File: src/rtl/issue_scoreboard.sv
// In-order issue controller: holds one decoded instruction, stalls on RAW/WAW/in-flight hazards, issues with valid/ready.
// Optional macro SCOREBOARD_WB_BYPASS_EN lets same-cycle writebacks clear hazards one cycle earlier.
module issue_scoreboard #(
  parameter int MAX_INFLIGHT = 4,
  parameter int STALL_CNT_W  = 16
) (
  input  logic                   i_clk,
  input  logic                   i_reset_n,
  input  logic                   i_dec_valid,
  output logic                   o_dec_ready,
  input  logic [4:0]             i_rs1,
  input  logic                   i_rs1_used,
  input  logic [4:0]             i_rs2,
  input  logic                   i_rs2_used,
  input  logic [4:0]             i_rd,
  input  logic                   i_rd_used,
  output logic                   o_ex_valid,
  input  logic                   i_ex_ready,
  output logic [4:0]             o_ex_rs1,
  output logic [4:0]             o_ex_rs2,
  output logic [4:0]             o_ex_rd,
  output logic                   o_ex_rd_used,
  input  logic                   i_wb_valid,
  input  logic [4:0]             i_wb_rd,
  input  logic                   i_wb_rd_used,
  output logic [31:0]            o_busy,
  output logic [3:0]             o_inflight,
  output logic [STALL_CNT_W-1:0] o_stall_cycles,
  output logic [1:0]             o_state
);

  typedef enum logic [1:0] {
    SB_IDLE  = 2'd0,
    SB_STALL = 2'd1,
    SB_ISSUE = 2'd2
  } sb_state_t;

  sb_state_t              state_reg;
  logic                   dec_ready_reg;
  logic                   ex_valid_reg;
  logic [4:0]             rs1_reg;
  logic [4:0]             rs2_reg;
  logic [4:0]             rd_reg;
  logic                   rs1_used_reg;
  logic                   rs2_used_reg;
  logic                   rd_used_reg;
  logic [31:0]            busy_reg;
  logic [3:0]             inflight_reg;
  logic [STALL_CNT_W-1:0] stall_cnt_reg;

  logic [31:0] wb_clr;
  logic [31:0] set_mask;
  logic [31:0] busy_eff;
  logic [31:0] busy_next;
  logic [3:0]  inflight_eff;
  logic [3:0]  inflight_next;
  logic        wb_dec;
  logic        handshake;
  logic        haz_in;
  logic        haz_held;

  function automatic logic hazard(
    input logic [4:0]  r1,
    input logic        u1,
    input logic [4:0]  r2,
    input logic        u2,
    input logic [4:0]  rd,
    input logic        ud,
    input logic [31:0] busy,
    input logic [3:0]  inflight
  );
    logic h;
    h = 1'b0;
    if (u1 && (r1 != 5'd0) && busy[r1]) h = 1'b1;
    if (u2 && (r2 != 5'd0) && busy[r2]) h = 1'b1;
    if (ud && (rd != 5'd0) && busy[rd]) h = 1'b1;
    if (inflight == 4'(MAX_INFLIGHT)) h = 1'b1;
    return h;
  endfunction

  always_comb begin
    wb_clr = '0;
    if (i_wb_valid && i_wb_rd_used) wb_clr = 32'd1 << i_wb_rd;
    wb_dec = i_wb_valid && (inflight_reg != 4'd0);

`ifdef SCOREBOARD_WB_BYPASS_EN
    busy_eff     = busy_reg & ~wb_clr;
    inflight_eff = inflight_reg - {3'b000, wb_dec};
`else
    busy_eff     = busy_reg;
    inflight_eff = inflight_reg;
`endif

    haz_in   = hazard(i_rs1, i_rs1_used, i_rs2, i_rs2_used, i_rd, i_rd_used,
                      busy_eff, inflight_eff);
    haz_held = hazard(rs1_reg, rs1_used_reg, rs2_reg, rs2_used_reg, rd_reg, rd_used_reg,
                      busy_eff, inflight_eff);

    handshake = (state_reg == SB_ISSUE) && i_ex_ready;

    set_mask = '0;
    if (handshake && rd_used_reg && (rd_reg != 5'd0)) set_mask = 32'd1 << rd_reg;

    // Set is applied after clear so a same-register set/clear leaves the bit set.
    busy_next = ((busy_reg & ~wb_clr) | set_mask) & ~32'd1;

    inflight_next = inflight_reg;
    if (handshake && !wb_dec)      inflight_next = inflight_reg + 4'd1;
    else if (!handshake && wb_dec) inflight_next = inflight_reg - 4'd1;
  end

  always_ff @(posedge i_clk or negedge i_reset_n) begin
    if (!i_reset_n) begin
      state_reg     <= SB_IDLE;
      dec_ready_reg <= 1'b1;
      ex_valid_reg  <= 1'b0;
      rs1_reg       <= '0;
      rs2_reg       <= '0;
      rd_reg        <= '0;
      rs1_used_reg  <= 1'b0;
      rs2_used_reg  <= 1'b0;
      rd_used_reg   <= 1'b0;
      busy_reg      <= '0;
      inflight_reg  <= '0;
      stall_cnt_reg <= '0;
    end else begin
      busy_reg     <= busy_next;
      inflight_reg <= inflight_next;

      if ((state_reg == SB_STALL) && (stall_cnt_reg != '1))
        stall_cnt_reg <= stall_cnt_reg + STALL_CNT_W'(1);

      case (state_reg)
        SB_IDLE: begin
          if (i_dec_valid) begin
            rs1_reg       <= i_rs1;
            rs2_reg       <= i_rs2;
            rd_reg        <= i_rd;
            rs1_used_reg  <= i_rs1_used;
            rs2_used_reg  <= i_rs2_used;
            rd_used_reg   <= i_rd_used;
            dec_ready_reg <= 1'b0;
            if (haz_in) begin
              state_reg <= SB_STALL;
            end else begin
              state_reg    <= SB_ISSUE;
              ex_valid_reg <= 1'b1;
            end
          end
        end
        SB_STALL: begin
          if (!haz_held) begin
            state_reg    <= SB_ISSUE;
            ex_valid_reg <= 1'b1;
          end
        end
        SB_ISSUE: begin
          if (i_ex_ready) begin
            state_reg     <= SB_IDLE;
            ex_valid_reg  <= 1'b0;
            dec_ready_reg <= 1'b1;
          end
        end
        default: begin
          state_reg     <= SB_IDLE;
          ex_valid_reg  <= 1'b0;
          dec_ready_reg <= 1'b1;
        end
      endcase
    end
  end

  assign o_dec_ready    = dec_ready_reg;
  assign o_ex_valid     = ex_valid_reg;
  assign o_ex_rs1       = rs1_reg;
  assign o_ex_rs2       = rs2_reg;
  assign o_ex_rd        = rd_reg;
  assign o_ex_rd_used   = rd_used_reg;
  assign o_busy         = busy_reg;
  assign o_inflight     = inflight_reg;
  assign o_stall_cycles = stall_cnt_reg;
  assign o_state        = state_reg;

endmodule
File: config.mk
export PLATFORM = sky130hd
export DESIGN_NAME = issue_scoreboard
export DESIGN_NICKNAME = d
export VERILOG_FILES = /design/src/rtl/issue_scoreboard.sv
export SDC_FILE = /design/constraint.sdc
export NUM_CORES = 1
export LEC_CHECK = 0
export ABC_AREA = 1
export BUFFER_PORTS_ARGS = -buffer_cell sky130_fd_sc_hd__buf_4
export CAP_MARGIN = 0
export CORE_ASPECT_RATIO = 0.8
export CORE_MARGIN = 3
export CORE_UTILIZATION = 51
export CTS_CLUSTER_SIZE = 10
export DETAILED_ROUTE_END_ITERATION = 16
export PLACE_DENSITY = 0.84
export SYNTH_ARGS = -nofsm -noshare
export SYNTH_HDL_FRONTEND = slang
export SYNTH_SLANG_ARGS = --single-unit
File: constraint.sdc
create_clock -name i_clk -period 1.9 [get_ports i_clk]
set_input_delay 0 -clock i_clk [delete_from_list [all_inputs] [get_ports i_clk]]
set_output_delay 0 -clock i_clk [all_outputs]
set_load 0.01 [all_outputs]
==> run summary <==
The share of final-layout standard cells stronger than drive strength 1 is 0.242. The post-detailed-routing wire length came out at 20.3 mm. The max-capacitance violation count is 0. The number of flip-flops under the largest register name is 31. The worst reg-to-reg setup slack is -0.04 ns. The number of warnings reported in the yosys synthesis log came out at 0. Setup repair after global routing could not meet its margin everywhere. The hold path startpoint is i_rs1[3]. The checks that failed: setup timing. The netlist area before placement is 5450 sq um. The maximum vdd drop is ~1100 uV.

The endpoint identified for the worst register-to-register timing path is o_inflight[1]. The TritonCTS clock tree is done. The final setup violation count came out at 3. 0 antenna diodes ended up in the layout.

The floorplan die area came out at 12000 sq um. The leakage power is 3.63 nW. The critical path in this run is classified as flip-flop to flip-flop. Among all flip-flop cells after synthesis, the most frequent one is sky130_fd_sc_hd__dfrtp_1. The number of global-route vias before repair is ~6.0k.

The total global-route track usage is 0.338. The number of unique standard cell types used by synthesis came out at 39. The top cell types in the final layout, fill and taps aside, are sky130_fd_sc_hd__nand2_1, sky130_fd_sc_hd__buf_4, sky130_fd_sc_hd__nand3_1.

The hold path depth is 3. Measured in cells, the most critical reg-to-reg path has a length of 8. In this run the worst path has a maximum fanout of 3.

The floorplan core area came out at 10300 sq um. The transition time of the tightest slew-check pin is 0.600 ns. The floorplan die height is 98.5 um. The H-tree depth is 3.

The share of synthesized registers carrying an async set or reset is 1.00. The total overflow reported by the global router is 0. roughly 100 I/O pins were placed. For this run, design rule violations remaining after detail routing come to 0.

The startpoint identified for the worst register-to-register timing path is o_inflight[1]. The final weighted congestion in routability-driven placement came out at 1.09. The count of nets left with antenna violations after detail routing is 0.

The worst-case setup margin in the final layout is -0.0392 ns. After the first detailed-routing iteration, the DRC count stood at 1071. The HPWL after detailed placement is 14.7 mm. The end point of the most critical hold path is o_ex_rs1[3].

The total clock sinks came out at 73. The number of input and output port buffers inserted is 99. The worst-case clock skew came out at between 0.007 and 0.008 ns. Entering global routing, the biggest net connects 46 pins.

The element type at the critical path end is a flip-flop. The cell total after placement came out at between 1k and 1.5k. The post-synthesis to final-layout area growth came out at 33.1%.

The total count of hold-check failures in the final report came out at 0. The initial standard-cell utilization of the core is 0.528. The average cell area after synthesis came out at between 6 and 7 sq um. The class of the worst hold path is input port to flip-flop.

The critical path data required time is 2.12 ns. The clock transition at the registers of the reported paths is 0.05 ns. The number of antenna violations at the first check in global routing was 0. The total via count in the routed design is 6608. Leaving out filler cells and counting taps, the final layout contains 1124.

The routed wirelength normalized by instance count is 18.1 um. The post-synthesis sequential area ratio is 0.335. The root buffer cell chosen for the clock tree is sky130_fd_sc_hd__clkbuf_16.

The clock latency at the later pin of the worst-skew pair is 0.35 ns. The via density per instance is 5.88. Timing would allow up to 516 MHz.

For this design the ratio of total power to cell area is 1470 nW/um^2. STA classifies the critical path startpoint as a flip-flop. The run finished, with violations left. Data on the critical path arrives at its endpoint at 2.16 ns. The final-report max-slew violation count came out at 0. The global-route wire length before repair is 31.7 mm. The CTS buffer count came out at 9.

The design draws 10.7 mW. The flip-flop and latch count after synthesis is 73. The number of synthesized flops with an enable pin came out at 0. The die extent in x came out at between 100 and 150 um. The time the final worst path needs with I/O delays and setup is 1.94 ns. The share of the cycle needed by the critical path after routing is 1.02.

The number of standard cells after synthesis came out at 823. The site row count came out at 33. The number of nets in the synthesized netlist is about 860. The worst max-slew margin expressed relative to the limit came out at 0.599.

The final layout net count is around 1k. The library cell used most frequently in the layout, excluding fill and tap cells, is sky130_fd_sc_hd__nand2_1. The first-pass iteration count of the detailed router came out at 7. The clock passes through at most 2 buffers.
==> metal layers <==
metal	routed length (um)	part of all wire	GRT usage
met4	615	0.030	0.116
met3	2820	0.14	0.0832
met5	0	0	0
met1	8150	0.40	0.487
met2	8750	0.43	0.496
==> power breakdown <==
part	leakage [nW]	total (mW)	internal (mW)	switching, mW
Combinational	2.56	6.26	2.63	3.62
Sequential	0.926	2.81	2.10	0.711
Clock	0.139	1.60	0.949	0.648
Total	3.63	10.7	5.68	4.98
==> logic make-up after synthesis <==
kind of cell | Yosys count | share of synthesized area
adder cells (fa/ha/maj) | 5 | 0.0129
buffers and inverters | 124 | 0.0964
multiplexers | 5 | 0.0103
other | 1 | 0.000688
AO/OA/AOI/OAI | 134 | 0.147
XOR/XNOR | 18 | 0.0289
flip-flops | 73 | 0.335
AND/OR/NAND/NOR | 463 | 0.368
==> what timing repair did <==
item                       CTS  global route
pin swaps                    6             9
gates resized for setup      2            27
setup buffers                1            11
gates cloned                 0             0
hold endpoints to repair    81             0
setup endpoints to repair    4            14
hold buffers                10             0
==> synthesized netlist by cell type (5+ instances only) <==
| cell type | number | area [sq um] |
|---|---|---|
| sky130_fd_sc_hd__nand3_1 | 133 | 666 |
| sky130_fd_sc_hd__mux2_2 | 5 | 56.3 |
| sky130_fd_sc_hd__nand4_1 | 6 | 37.5 |
| sky130_fd_sc_hd__nor3_1 | 18 | 90.1 |
| sky130_fd_sc_hd__o211ai_1 | 11 | 82.6 |
| sky130_fd_sc_hd__clkbuf_1 | 11 | 41.3 |
| sky130_fd_sc_hd__o32ai_1 | 7 | 61.3 |
| sky130_fd_sc_hd__xor2_1 | 11 | 96.3 |
| sky130_fd_sc_hd__buf_4 | 9 | 67.6 |
| sky130_fd_sc_hd__a21oi_1 | 19 | 95.1 |
| sky130_fd_sc_hd__nand2_1 | 228 | 856 |
| sky130_fd_sc_hd__nor2_1 | 64 | 240 |
| sky130_fd_sc_hd__buf_2 | 19 | 95.1 |
| sky130_fd_sc_hd__o21ai_0 | 64 | 320 |
| sky130_fd_sc_hd__dfrtp_1 | 72 | 1800 |
| sky130_fd_sc_hd__inv_1 | 77 | 289 |
| sky130_fd_sc_hd__xnor2_1 | 7 | 61.3 |
| sky130_fd_sc_hd__o31ai_1 | 24 | 180 |
==> through the flow <==
step	hold slack (ns)	cell area (sq um)	util	worst slack, ns	TNS [ns]
global placement	-0.0489	6700	0.649	-0.0305	-0.0305
detailed placement	-0.0479	6700	0.649	-0.0775	-0.118
finish	0.0290	7250	0.703	-0.0392	-0.0787
CTS	0.0288	7090	0.687	-0.0329	-0.0546
floorplan	-0.296	5470	-	-0.0799	-0.0799
global route	0.0651	7250	0.703	-0.161	-0.606
==> critical path, stage by stage (launching register included) <==
cell,delay (ns)
sky130_fd_sc_hd__dfrtp_2,0.40
sky130_fd_sc_hd__nor2_2,0.12
sky130_fd_sc_hd__nand2_1,0.06
sky130_fd_sc_hd__o21ai_1,0.12
sky130_fd_sc_hd__ha_2,0.21
sky130_fd_sc_hd__inv_2,0.06
sky130_fd_sc_hd__buf_4,0.13
sky130_fd_sc_hd__fa_1,0.44
sky130_fd_sc_hd__mux2_2,0.28
==> worst max-delay path by stage <==
stage / end / from / cells after the start / slack [ns]
floorplan: o_inflight[3] / o_inflight[0] / 12 / -0.08
global placement: o_inflight[3] / o_state[1] / 11 / -0.03
detailed placement: o_inflight[3] / o_inflight[0] / 12 / -0.08
CTS: o_inflight[1] / o_inflight[1] / 8 / -0.03
global route: o_inflight[3] / o_inflight[1] / 12 / -0.16
finish: o_inflight[1] / o_inflight[1] / 8 / -0.04
==> area by class of cell <==
cell class,instances,area [sq um]
Clock buffer,13,260
Clock inverter,3,15.0
Fill cell,861,3070
Inverter,85,324
Multi-Input combinational cell,626,3190
Sequential cell,73,1830
Tap cell,140,175
Timing Repair Buffer,184,1450
(Power assumes the default switching activity.)
